<file path="src/rtl/button_pkg.sv">
// Shared constants and FSM encoding for push-button handling on the 20 MHz board.
// Default cycle counts are derived here so every switch block agrees on timing.
package button_pkg;

  localparam int unsigned CLK_HZ      = 20_000_000;
  localparam int unsigned DEBOUNCE_MS = 10;
  localparam int unsigned LONG_MS     = 1000;

  localparam int unsigned DEFAULT_DEBOUNCE_CYC = (CLK_HZ / 1000) * DEBOUNCE_MS;
  localparam int unsigned DEFAULT_LONG_CYC     = (CLK_HZ / 1000) * LONG_MS;

  typedef enum logic [1:0] {
    ST_IDLE    = 2'd0,
    ST_PRESSED = 2'd1,
    ST_HELD    = 2'd2
  } btn_state_e;

  // Width of a counter that must hold 0 .. n-1 (at least one bit).
  function automatic int unsigned cnt_width(input int unsigned n);
    return (n > 1) ? $clog2(n) : 1;
  endfunction

endpackage

</file>
<file path="src/rtl/debounce_filter.sv">
// Two-flop synchronizer plus stability counter for one mechanical switch.
// level is the accepted pressed state (1 = pressed) regardless of pin polarity.
module debounce_filter
  import button_pkg::*;
#(
  parameter int unsigned DEBOUNCE_CYC = DEFAULT_DEBOUNCE_CYC,
  parameter bit          ACTIVE_LOW   = 1'b1
) (
  input  logic clk,
  input  logic rst_n,
  input  logic raw,
  output logic level
);

  localparam int unsigned     DW       = cnt_width(DEBOUNCE_CYC);
  localparam logic [DW-1:0]   CNT_LAST = DW'(DEBOUNCE_CYC - 1);
  localparam logic            IDLE_PIN = ACTIVE_LOW;

  logic          sync1_q;
  logic          sync2_q;
  logic          level_q;
  logic          level_d;
  logic [DW-1:0] cnt_q;
  logic [DW-1:0] cnt_d;
  logic          sample;

  assign sample = sync2_q ^ ACTIVE_LOW;

  // Any sample agreeing with the accepted level restarts the stability window.
  always_comb begin
    level_d = level_q;
    cnt_d   = cnt_q;
    if (sample == level_q) begin
      cnt_d = '0;
    end else if (cnt_q == CNT_LAST) begin
      level_d = ~level_q;
      cnt_d   = '0;
    end else begin
      cnt_d = cnt_q + DW'(1);
    end
  end

  always_ff @(posedge clk or negedge rst_n) begin
    if (!rst_n) begin
      sync1_q <= IDLE_PIN;
      sync2_q <= IDLE_PIN;
      level_q <= 1'b0;
      cnt_q   <= '0;
    end else begin
      sync1_q <= raw;
      sync2_q <= sync1_q;
      level_q <= level_d;
      cnt_q   <= cnt_d;
    end
  end

  assign level = level_q;

endmodule

</file>
<file path="src/rtl/button_press_decoder.sv">
// Classifies debounced presses into short (on release) and long (at threshold)
// events, and keeps a wrapping count of short presses.
module button_press_decoder
  import button_pkg::*;
#(
  parameter int unsigned DEBOUNCE_CYC = DEFAULT_DEBOUNCE_CYC,
  parameter int unsigned LONG_CYC     = DEFAULT_LONG_CYC,
  parameter bit          ACTIVE_LOW   = 1'b1
) (
  input  logic       clk,
  input  logic       rst_n,
  input  logic       btn_in,
  output logic       btn_level,
  output logic       short_press,
  output logic       long_press,
  output logic [7:0] press_count,
  output btn_state_e state_dbg
);

  localparam int unsigned   HW        = cnt_width(LONG_CYC);
  localparam logic [HW-1:0] HOLD_LAST = HW'(LONG_CYC - 1);
  localparam logic [HW-1:0] HOLD_PRE  = HW'(LONG_CYC - 2);

  logic          level_w;
  btn_state_e    state_q, state_d;
  logic [HW-1:0] hold_q, hold_d;
  logic          short_q, short_d;
  logic          long_q, long_d;
  logic [7:0]    count_q, count_d;

  debounce_filter #(
    .DEBOUNCE_CYC (DEBOUNCE_CYC),
    .ACTIVE_LOW   (ACTIVE_LOW)
  ) u_filter (
    .clk   (clk),
    .rst_n (rst_n),
    .raw   (btn_in),
    .level (level_w)
  );

  // Release is tested before the threshold so a simultaneous fall is a short press.
  // The long pulse registers on the edge where the hold count lands on LONG_CYC-1.
  always_comb begin
    state_d = state_q;
    hold_d  = hold_q;
    short_d = 1'b0;
    long_d  = 1'b0;
    count_d = count_q;
    case (state_q)
      ST_IDLE: begin
        if (level_w) begin
          state_d = ST_PRESSED;
          hold_d  = '0;
        end
      end
      ST_PRESSED: begin
        if (!level_w) begin
          short_d = 1'b1;
          count_d = count_q + 8'd1;
          state_d = ST_IDLE;
        end else if (hold_q == HOLD_PRE) begin
          long_d  = 1'b1;
          hold_d  = HOLD_LAST;
          state_d = ST_HELD;
        end else begin
          hold_d = hold_q + HW'(1);
        end
      end
      ST_HELD: begin
        if (!level_w) begin
          state_d = ST_IDLE;
        end
      end
      default: state_d = ST_IDLE;
    endcase
  end

  always_ff @(posedge clk or negedge rst_n) begin
    if (!rst_n) begin
      state_q <= ST_IDLE;
      hold_q  <= '0;
      short_q <= 1'b0;
      long_q  <= 1'b0;
      count_q <= 8'd0;
    end else begin
      state_q <= state_d;
      hold_q  <= hold_d;
      short_q <= short_d;
      long_q  <= long_d;
      count_q <= count_d;
    end
  end

  assign btn_level   = level_w;
  assign short_press = short_q;
  assign long_press  = long_q;
  assign press_count = count_q;
  assign state_dbg   = state_q;

endmodule
</file>
<file path="config.mk">
export PLATFORM = sky130hd
export DESIGN_NAME = button_press_decoder
export DESIGN_NICKNAME = d
export VERILOG_FILES = /design/src/rtl/button_pkg.sv /design/src/rtl/debounce_filter.sv /design/src/rtl/button_press_decoder.sv
export SDC_FILE = /design/constraint.sdc
export NUM_CORES = 1
export LEC_CHECK = 0
export BUFFER_PORTS_ARGS = -buffer_cell sky130_fd_sc_hd__buf_2
export CORE_AREA = 2 2 86 88
export CTS_CLUSTER_SIZE = 10
export DETAILED_ROUTE_END_ITERATION = 16
export DIE_AREA = 0 0 88 90
export PLACE_DENSITY_LB_ADDON = 0.12
export SLEW_MARGIN = 20
export SYNTH_ARGS = -nofsm -noshare
export SYNTH_HDL_FRONTEND = slang
export SYNTH_SLANG_ARGS = --single-unit
</file>
<file path="constraint.sdc">
create_clock -name clk -period 2.4 [get_ports clk]
set_clock_uncertainty 0.05 [all_clocks]
set_input_delay 0.6 -clock clk [delete_from_list [all_inputs] [get_ports clk]]
set_output_delay 0.6 -clock clk [all_outputs]
set_load 0.01 [all_outputs]
</file>
# Yosys cells after proc, flatten, opt, wreduce, memory -nomap -nowiden
# Index checks and enable logic that the tools add are counted.
# word_totals
wordCells,46
reg_bits,58
# classes
addsub,3
n_bitwise,3
mux,16
eq_ne,9
n_reduce_logical,6
# ops
cell,n
25-bit 2-to-1 mux,3
25-bit one-hot mux with 2 select lines,1
18-bit 2-to-1 mux,2
25-bit by 1-bit adder with 25-bit output (second input constant),1
25-bit equality test (second input constant),1
18-bit by 1-bit adder with 18-bit output (second input constant),1
18-bit equality test (second input constant),1
8-bit by 1-bit adder with 8-bit output (second input constant),1
2-bit 2-to-1 mux,4
2-bit one-hot mux with 3 select lines,1
3-bit AND reduction,2
1-bit 2-to-1 mux,5
2-bit by 1-bit inequality test with 1-bit output (second input constant),2
2-bit AND reduction,2
3-bit inequality test (second input constant),1
1-bit inverter,3
2-bit by 1-bit equality test with 1-bit output (second input constant),1
2-bit equality test (second input constant),1
2-bit zero test,1
2-bit inequality test (second input constant),1
2-bit nonzero test,1
1-bit equality test,1

# Depth between registers and ports, before layout
# Gate-level depths: netlist (run 1).
# depth
word_depth,4
ltp_mapped,8
mapped_depth_nobuf,7

# Cells and area by module
# Synthesis (run 1) repeated with hierarchy kept, for this count alone.
# hier_totals
hier_cells,324
hier_area_um2,3032.9
# by_module_without_submodules
module,area_each_um2,cells_each,instances
button_press_decoder,2049.5,228,1
debounce_filter,983.4,96,1

# Worst setup path before layout (run 1)
# No wires, ideal clock.
# synth_timing
path_kind,register to register
from,register hold_q[12]
to,register hold_q[17]
arrival_ns,1.898
required_time_ns,2.228
stages_incl_launch_ff,7
setup_time_ns,0.122
slack_ns,0.331
path_cell_list,dfrtp_1 -> buf_6 -> or4b_1 -> or3_4 -> or2_1 -> buf_6 -> a32o_1
# synth_between
elab_chain_cells,4
# synth_rtl
element,line,rtl
from (decl),button_press_decoder.sv:26,"logic [HW-1:0] hold_q, hold_d;"
from (signal assigned),button_press_decoder.sv:87,hold_q <= hold_d;
25-bit by 1-bit adder with 25-bit output / 25-bit equality test (equally long branches),"button_press_decoder.sv:66, button_press_decoder.sv:61",
25-bit 2-to-1 mux *,button_press_decoder.sv:61,end else if (hold_q == HOLD_PRE) begin
25-bit 2-to-1 mux *,button_press_decoder.sv:57,if (!level_w) begin
25-bit one-hot mux with 2 select lines *,button_press_decoder.sv:49,case (state_q)
# Every way passes the cells marked *; elsewhere a longest branch is shown, timed or not. The select of a mux whose other input is x is not followed.
# A chain may end at the register's enable or synchronous reset.

# Worst setup path in the final report (run 1)
# layout_timing
from,register hold_q[9]
to,register hold_q[19]
# Same word-level chain as after synthesis.

==> metrics, run 1 <==
Reg2Reg Depth 5; commonest cells after routing, fill and taps aside dfrtp_1 (56), nor2_1 (42), nand2_1 (31), nand3_1 (21), o21ai_0 (20); Final Non-Filler Cells between 400 and 500; Worst Setup End Kind flop; net count after synthesis about 320; final net count between 300 and 400; dpl cells 430; antenna diode count 0; synth unique cells 46; RSZ-0062 raised after global routing no; flops & latches, synth 58; CP Data Required Time between 2 and 3 ns; CTS tree yes; Crit-path slowest cell or4b_1; initial DRC count 120; power per cell area 611 nW/µm²; CP peak stage delay between 0.5 and 0.6 ns; GRT Util Overall a little under a fifth; first-pass GRT wire length roughly 11000 µm; residual DRC count 0; met2 wire len about 3000 µm; Avg Cell Area, Syn approximately 9.7 µm²; WS Path Type reg2reg; Syn Std Cell Area around 3000 µm²; FILL cells roughly 700; Die Y 90 µm; Routed WL per cell 14.4 µm; max_slew headroom a little over three fifths; final clock period utilization by the worst path between 90% and 100%; DR vias/cell approximately 5.2; Starting Density ~43%; Fmax achieved 447 MHz; total of max-cap violations 0; worst reg2reg setup slack 0.16 ns; status completed; GPL Wtd Cong just under 0.8; post-route cell area about 3500 µm²; Routed Antenna Nets 0; Port-buffer cells 15; post-CTS setup buffers 0; Tmin final 2.24 ns; highest routed layer met4; clk_lat worst skew ~0.34 ns; CP Depth 5; Area Growth Syn to Fin 17.2%; WP buf/inv 0; initial antenna violation count 0; Arr. time, crit path roughly 2.4 ns; vias in the first global route 2300; clock root cell clkbuf_8; hpwl dp 4370 µm; Crit path max-delay family simple AND/OR/NAND/NOR gates; Syn Inst Count around 310; largest net degree at the start of global routing 27; drt first pass iters 4; Yosys warning count 0; Least-Margin Pin Slew about 0.56 ns; LEAKAGE between 0.0015 and 0.002 µW; crit-path max FO 8; hold_ws about 0.12 ns; routed wl met3 about 200 µm; I/O pin count 16; DRT met1 WL between 3000 and 4000 µm; Longest Clk Path Bufs 2; worst min path class in2async; cts bufs inserted 9; final setup fails 0; post-synthesis sequential area ratio around half; Site Rows 31; VDD IR max ~280 µV; via count between 2000 and 2500; die area 7920 µm²; Area after DPL ~3300 µm²; Slew Limit Fails 0; CP cell instances or4b_1 > or3_4 > or2_1 > nand2_1 > o21ai_0; total grt overflow 0; Chip Width a little under 90 µm; Setup TNS 0 ns; largest cells by area after synthesis dfrtp_1 (47%), nor2_1 (5.2%), nand2_1 (3.9%); clock sinks 58; post-synth top area cell dfrtp_1; most common cell after layout, fill and taps aside dfrtp_1; layout cells sized above 1 between 10% and 20%; clk slew on worst S/H paths approximately 0.070 ns; post_cts resized 0; number of hold buffers added after CTS 0; Post-Route WL roughly 6400 µm; Final Hold Fails 0; Core ar. ~7000 µm²; CTS H-tree lvls 3; CP startpoint kind flop; area fraction of the dominant cell type after synthesis between 40% and 50%
[through the flow]
stage	util, %	power [µW]	worst slack, ns
finish	50.3	2160	0.163
global route	50.3	2260	0.0678
CTS	50.3	2190	0.161
detailed placement	46.7	1050	0.210
global placement	46.7	1050	0.253
floorplan	-	1020	0.331
[sequential cells by signal (all words and copies together), names as in the netlist]
signal            cells
long_press            1
short_press           1
press_count           8
u_filter.sync2_q      1
u_filter.level        1
hold_q               25
state_dbg             2
u_filter.sync1_q      1
u_filter.cnt_q       18
[report_power, final]
part	switching [µW]	total, µW	internal [µW]	leakage [µW]
sequential	5.35	989	984	0.000801
combinational	30.8	42.5	11.7	0.000653
clock	427	1130	698	0.000124
[final timing paths]
path,startpoint,end
setup / recovery,hold_q[9]$_DFFE_PN0P_,hold_q[19]$_DFFE_PN0P_
hold / removal,rst_n,u_filter.cnt_q[8]$_DFF_PN0_
setup reg to reg,hold_q[9]$_DFFE_PN0P_,hold_q[19]$_DFFE_PN0P_
hold reg to reg,u_filter.sync1_q$_DFF_PN1_,u_filter.sync2_q$_DFF_PN1_
max in group asynchronous,rst_n,u_filter.sync1_q$_DFF_PN1_
min in group clk,u_filter.sync1_q$_DFF_PN1_,u_filter.sync2_q$_DFF_PN1_
[routing by layer]
| metal | global-route usage, % | vias to the layer above |
|---|---|---|
| met5 | 0 | - |
| met4 | 5.00 | 0 |
| met3 | 5.51 | 2 |
| met2 | 27.3 | 31 |
| met1 | 24.9 | 1122 |
| li1 | - | 1175 |
[cell families (layout without fill, tap and decap cells)]
logic type | count (synthesis) | in the layout | share of synthesized area [%]
AO/OA/AOI/OAI | 51 | 51 | 11.7
XOR/XNOR | 24 | 24 | 6.98
adder cells (fa/ha/maj) | 4 | 4 | 1.66
buffers and inverters | 18 | 54 | 2.91
flip-flops | 58 | 58 | 48.3
multiplexers | 13 | 13 | 4.53
AND/OR/NAND/NOR | 143 | 143 | 23.9
[cell type report]
| class | count | area, µm² | area share [%] |
|---|---|---|---|
| Timing Repair Buffer | 31 | 208 | 5.88 |
| Multi-Input combinational cell | 235 | 1470 | 41.6 |
| Clock inverter | 7 | 125 | 3.54 |
| Tap cell | 99 | 124 | 3.51 |
| Clock buffer | 9 | 124 | 3.51 |
| Sequential cell | 58 | 1450 | 41.2 |
| Inverter | 7 | 26.3 | 0.744 |
[cells in the mapped netlist, drive strengths merged]
master    n
nor4b     3
and4b     1
nand2b    3
a21boi    1
inv       7
a2bb2oi   6
o31a      1
or3       2
a22o      6
a22oi     1
nor4      2
and3b     2
xor2     13
clkbuf    7
and4      5
nand3b    1
nor3b     1
nor2b     1
xnor2    11
buf       4
o22a      1
o21ai    20
mux2      5
and3      7
o22ai     1
or4       1
nand2    31
nand4    13
a32o      1
o211ai    1
o31ai     2
mux2i     8
ha        4
nand3    21
nor2     42
dfstp     2
or2       1
nor3      5
a21oi    10
dfrtp    56
or4b      1
Note: power is estimated with default switching activity, not from simulation.
==> inputs of run 2 (changes only) <==
Settings changed: ABC_AREA from default to 1, BUFFER_PORTS_ARGS -buffer_cell sky130_fd_sc_hd__buf_2 to default, CORE_AREA 2 2 86 88 to 2 2 91 93, DIE_AREA 0 0 88 90 to 0 0 93 95, DONT_BUFFER_PORTS from default to 1.
==> metrics, run 2 <==
Setup TNS 0 ns; CP Depth 6; antenna diode count 0; Biggest register hold_q; Die Y between 90 and 100 µm; Slew Limit Fails 0; status completed; commonest cells after routing, fill and taps aside nand2_1 (126), nor2_1 (63), dfrtp_1 (56), inv_1 (45), nand3_1 (31); initial DRC count about 120; Area Growth Syn to Fin 9.34%; LEAKAGE about 0.0017 µW; GRT Util Overall 18.9%; max_slew headroom 73.8%; CP Data Required Time approximately 2.6 ns; Syn Inst Count about 440; Site Rows 33; largest cells by area after synthesis dfrtp_1 (42%), nand2_1 (14%), nor2_1 (7.1%); Post-synth top cells nand2_1 (126), nor2_1 (63), dfrtp_1 (56); Avg Cell Area, Syn ~7.6 µm²; Routed Antenna Nets 0; Starting Density between 40% and 50%; Core ar. about 8000 µm²; Main synth FF type dfrtp_1; post-synth top area cell dfrtp_1; Chip Width ~93 µm; worst min path class in2async; post-CTS setup buffers 0; CP cell instances inv_2 > nor2_4 > inv_2 > nor2_8 > nand4_2 > o211ai_1; Worst Setup End Kind flop; hold_ws roughly 0.047 ns; via count about 2700; EDFF count, synth 0; CP startpoint kind flop; post-synthesis sequential area ratio a little over two fifths; Fmax achieved ~600 MHz; largest net degree at the start of global routing 57; Most common cell on crit path inv_2; post-route cell area 3650 µm²; RSZ-0062 raised after global routing no; area fraction of the dominant cell type after synthesis 42.0%; clock root cell clkbuf_8; DR vias/cell roughly 5; final clock period utilization by the worst path a little over two thirds; Post-Route WL about 7400 µm; post-synthesis adder-cell area fraction approximately 1.5%; Final Hold Fails 0; max FFs per register 25; Tmin final 1.66 ns; Reg2Reg Depth 6; CP peak stage delay ~0.49 ns; initial antenna violation count 0; synth unique cells 31; most common cell after layout, fill and taps aside nand2_1; net count after synthesis between 400 and 500; largest family of logic cells by synthesized area simple AND/OR/NAND/NOR gates; total grt overflow 0; WS Path Type reg2reg; residual DRC count 0; total of max-cap violations 0; hpwl dp 5340 µm; Post-synth ARST share 100%; Port-buffer cells 0; power per cell area roughly 500 nW/µm²; layout cells sized above 1 around a tenth; Least-Margin Pin Slew ~0.39 ns; clk slew on worst S/H paths around 0.070 ns; drt first pass iters 4; clk_lat worst skew 0.34 ns; xor and xnor fraction of the mapped netlist area around 7.3%; Crit-path slowest cell dfrtp_1; crit-path max FO 18; first-pass GRT wire length around 13000 µm; mux share of post-synthesis cell area 0%; Crit path max-delay family simple AND/OR/NAND/NOR gates; Routed WL per cell 13.3 µm; Syn Std Cell Area around 3300 µm²; Longest Clk Path Bufs 2; final setup fails 0; Yosys warning count 0; cts bufs inserted 9; I/O pin count 16; Synth Area in Simple Gates a little under two fifths; Area after DPL 3440 µm²; flops & latches, synth 58; vias in the first global route ~2700; VDD IR max 248 µV; most common cell in the netlist nand2_1; complex-gate fraction of the synthesized area ~3.4%; WP buf/inv 2; clock sinks 58; CTS tree yes; CTS H-tree lvls 3; Arr. time, crit path roughly 1.9 ns; die area between 8000 and 9000 µm²; final net count about 450; GPL Wtd Cong around 0.89
run 2: changes by cell type after synthesis, sizes merged, moves of 6 or more:
cell / change
o21ai: -7
a2bb2oi: -6
nor2: +32
mux2i: -8
nor3: +7
and3: -7
a22o: -6
nand3: +13
clkbuf: -7
inv: +44
nand2: +99
run 2: report_power, final:
part	switching [µW]	total (µW)	internal [µW]
combinational	26.5	35.8	9.29
clock	415	816	401
sequential	4.48	989	984
run 2: metal layers:
layer / up-vias / track usage (%) / share of wire (%)
met2: 47 / 31.7 / 48
met1: 1278 / 23.1 / 46
li1: 1393 / - / -
met3: 12 / 4.79 / 4.4
met4: 0 / 8.33 / 2.3
met5: - / 0 / 0
run 2: layout make-up:
class / count / area (µm²)
clock inverters: 6 / 42.5
fillers: 808 / 4280
multi-input cells: 323 / 1650
inverters: 52 / 196
flip-flops and latches: 58 / 1450
well taps: 105 / 131
clock buffers: 10 / 138
repair buffers: 2 / 35.0
run 2: path summary, 6_finish.rpt:
| kind | endpoint | start | slack, ns |
|---|---|---|---|
| min in group clk | u_filter.sync1_q$_DFF_PN1_ | btn_in | 0.20 |
| worst max-delay path | hold_q[2]$_DFFE_PN0P_ | u_filter.level$_DFFE_PN0P_ | 0.74 |
| worst min register to register | u_filter.sync2_q$_DFF_PN1_ | u_filter.sync1_q$_DFF_PN1_ | 0.31 |
| max in group asynchronous | hold_q[18]$_DFFE_PN0P_ | rst_n | 1.99 |
| worst max register to register | hold_q[2]$_DFFE_PN0P_ | u_filter.level$_DFFE_PN0P_ | 0.74 |
| worst min-delay path | u_filter.sync1_q$_DFF_PN1_ | rst_n | 0.05 |
run 2: logic make-up after synthesis:
kind of cell / count (synthesis)
buffers and inverters: 58
AO/OA/AOI/OAI: 22
AND/OR/NAND/NOR: 269
adder cells (fa/ha/maj): 4
XOR/XNOR: 28
flip-flops: 58
run 2: metrics by stage:
stage | power [µW] | util, % | setup WS (ns) | cells
after floorplan | 1020 | - | 0.960 | 439
after global routing | 1930 | 46.0 | 0.597 | 556
final | 1840 | 46.0 | 0.735 | 556
after detailed placement | 1020 | 43.4 | 0.699 | 539
after CTS | 1870 | 46.0 | 0.683 | 556
after global placement | 1020 | 43.4 | 0.698 | 539
run 2: timing repair:
action,CTS,global route
hold buffers,1,0
resized for setup,0,0
hold endpoints to repair,56,0
==> inputs of run 3 (changes only) <==
Clock period 2.4 ns to 1.5 ns, I/O delays scaled along.
==> metrics, run 3 (synthesized netlist as in run 2, its figures left out) <==
VDD IR max approximately 510 µV; total grt overflow 0; violated checks negative hold slack; GRT Util Overall 20.0%; post-layout util ~53%; status complete, but fails checks; Crit-path slowest cell dfrtp_1; number of hold buffers added after CTS 1; final net count approximately 500; Arr. time, crit path approximately 1.7 ns; Port-buffer cells 0; CP Data Required Time 1.68 ns; Site Rows 33; antenna diode count 0; most common cell after layout, fill and taps aside nand2_1; DR vias/cell 4.83; max_slew headroom 77.2%; Place WS -0.0383 ns; clock sinks 58; Routed WL per cell about 13 µm; largest net degree at the start of global routing between 50 and 60; CP peak stage delay roughly 0.40 ns; drt first pass iters 4; vias in the first global route approximately 2900; worst reg2reg setup slack 0.009 ns; Crit path max-delay family simple AND/OR/NAND/NOR gates; worst flop-to-flop path endpoint hold_q[20]$_DFFE_PN0P_; Least-Margin Pin Slew between 0.3 and 0.4 ns; initial DRC count between 100 and 150; I/O pin count 16; WS Path Type reg2reg; Slew Limit Fails 0; power per cell area approximately 810 nW/µm²; Worst Setup End Kind flop; Chip Width 93 µm; Area Growth Syn to Fin 26.2%; clk slew on worst S/H paths 0.07 ns; Worst R2R Start hold_q[0]$_DFFE_PN0P_; Biggest register hold_q; cts bufs inserted 9; Die Y approximately 95 µm; Fmax achieved roughly 670 MHz; first-pass GRT wire length 13800 µm; total of max-cap violations 0; crit-path max FO 5; die area 8840 µm²; commonest cells after routing, fill and taps aside nand2_1 (118), dfrtp_1 (53), nor2_1 (52), buf_4 (48), inv_1 (40); via count around 2900; max FFs per register 25; final clock period utilization by the worst path around 100%; Reg2Reg Depth 10; initial antenna violation count 0; WP buf/inv 1; CTS tree yes; Final Hold Fails 58; Starting Density 42.1%; CP startpoint kind flop; LEAKAGE 0.00202 µW; layout cells sized above 1 25.9%; clock root cell clkbuf_8; Tmin final 1.49 ns; hpwl dp between 5000 and 6000 µm; FILL cells 765; clk_lat worst skew about 0.34 ns; residual DRC count 0; hold_ws -0.330 ns; Most common cell on crit path nand2_1; crit path setup slack, layout 0.00882 ns; Routed Antenna Nets 0; Longest Clk Path Bufs 2; RSZ-0062 raised after global routing yes; CP cell instances ha_2 > inv_2 > nor2_4 > nand2_4 > nor2_4 > nand2_1 > nand2_1 > nand2_1 > nand2_1 > o21ai_1; Core ar. roughly 7900 µm²; CTS H-tree lvls 3; GPL Wtd Cong approximately 0.89; worst min path class in2async; Post-Route WL roughly 8100 µm; total power approximately 3400 µW; final setup fails 0
[run 3: changes by cell type in the layout (fill, tap and decap cells not counted), moves of 4 or more]
cell / before / now
nand2_1: 126 / 118
buf_4: 1 / 48
nor2_1: 63 / 52
nand3_2: 3 / 7
nand3_1: 31 / 27
inv_1: 45 / 40
nor2_2: 2 / 7
nor2_4: 8 / 14
nand2_2: 3 / 9
inv_2: 6 / 10
[run 3: final cells by class]
cell class	instances	area [µm²]	area share, %
Multi-Input combinational cell	323	1790	42.4
Sequential cell	58	1460	34.6
Timing Repair Buffer	50	390	9.27
Inverter	52	201	4.78
Tap cell	105	131	3.12
Clock buffer	10	128	3.03
Clock inverter	6	115	2.73
[run 3: metal layers]
| layer | part of all wire [%] | vias to the layer above | track usage (%) |
|---|---|---|---|
| li1 | - | 1485 | - |
| met1 | 46 | 1378 | 25.0 |
| met2 | 50 | 45 | 33.0 |
| met3 | 3.4 | 8 | 5.67 |
| met4 | 1.0 | 0 | 7.48 |
| met5 | 0 | - | 0 |
[run 3: worst max path at each step]
stage                          start                     end  slack, ns  cells past startpoint
2_1_floorplan  hold_q[0]$_DFFE_PN0P_  hold_q[24]$_DFFE_PN0P_       0.06                     10
3_3_place_gp   hold_q[0]$_DFFE_PN0P_   hold_q[8]$_DFFE_PN0P_      -0.02                     11
4_1_cts        hold_q[3]$_DFFE_PN0P_  hold_q[21]$_DFFE_PN0P_     0.0007                      9
6_report       hold_q[0]$_DFFE_PN0P_  hold_q[20]$_DFFE_PN0P_      0.009                     10
5_1_grt        hold_q[0]$_DFFE_PN0P_  hold_q[21]$_DFFE_PN0P_      -0.12                     10
3_5_place_dp   hold_q[0]$_DFFE_PN0P_  hold_q[24]$_DFFE_PN0P_      -0.04                     10
[run 3: report_power, final]
group          internal (µW)  leakage (µW)  switching (µW)  total, µW
sequential              1570      0.000796            6.79       1580
clock                   1110      0.000117             665       1770
combinational           20.7       0.00110            20.6       41.3
total                   2700       0.00202             693       3400
[run 3: what timing repair did]
action | 4_1_cts | 5_1_grt
endpoints found under the hold margin | 59 | 58
setup buffers | 3 | 11
gates resized for setup | 7 | 43
gates cloned | 0 | 0
pin swaps | 6 | 18
endpoints found under the setup margin | 14 | 41
[run 3: worst reg2reg max path, stage by stage (launching register included)]
cell     delay, ns
dfrtp_1       0.40
ha_2          0.21
inv_2         0.05
nor2_4        0.14
nand2_4       0.09
nor2_4        0.15
nand2_1       0.07
nand2_1       0.06
nand2_1       0.04
nand2_1       0.05
o21ai_1       0.05
[run 3: stage by stage]
stage | hold slack [ns] | cell area, µm² | instances | setup TNS, ns
floorplan | 0.0294 | 3340 | 439 | 0
detailed placement | 0.0317 | 3700 | 573 | -0.311
global route | -0.368 | 4210 | 604 | -1.34
CTS | -0.352 | 3990 | 593 | 0
global placement | 0.0309 | 3700 | 573 | -0.0803
finish | -0.330 | 4210 | 604 | 0
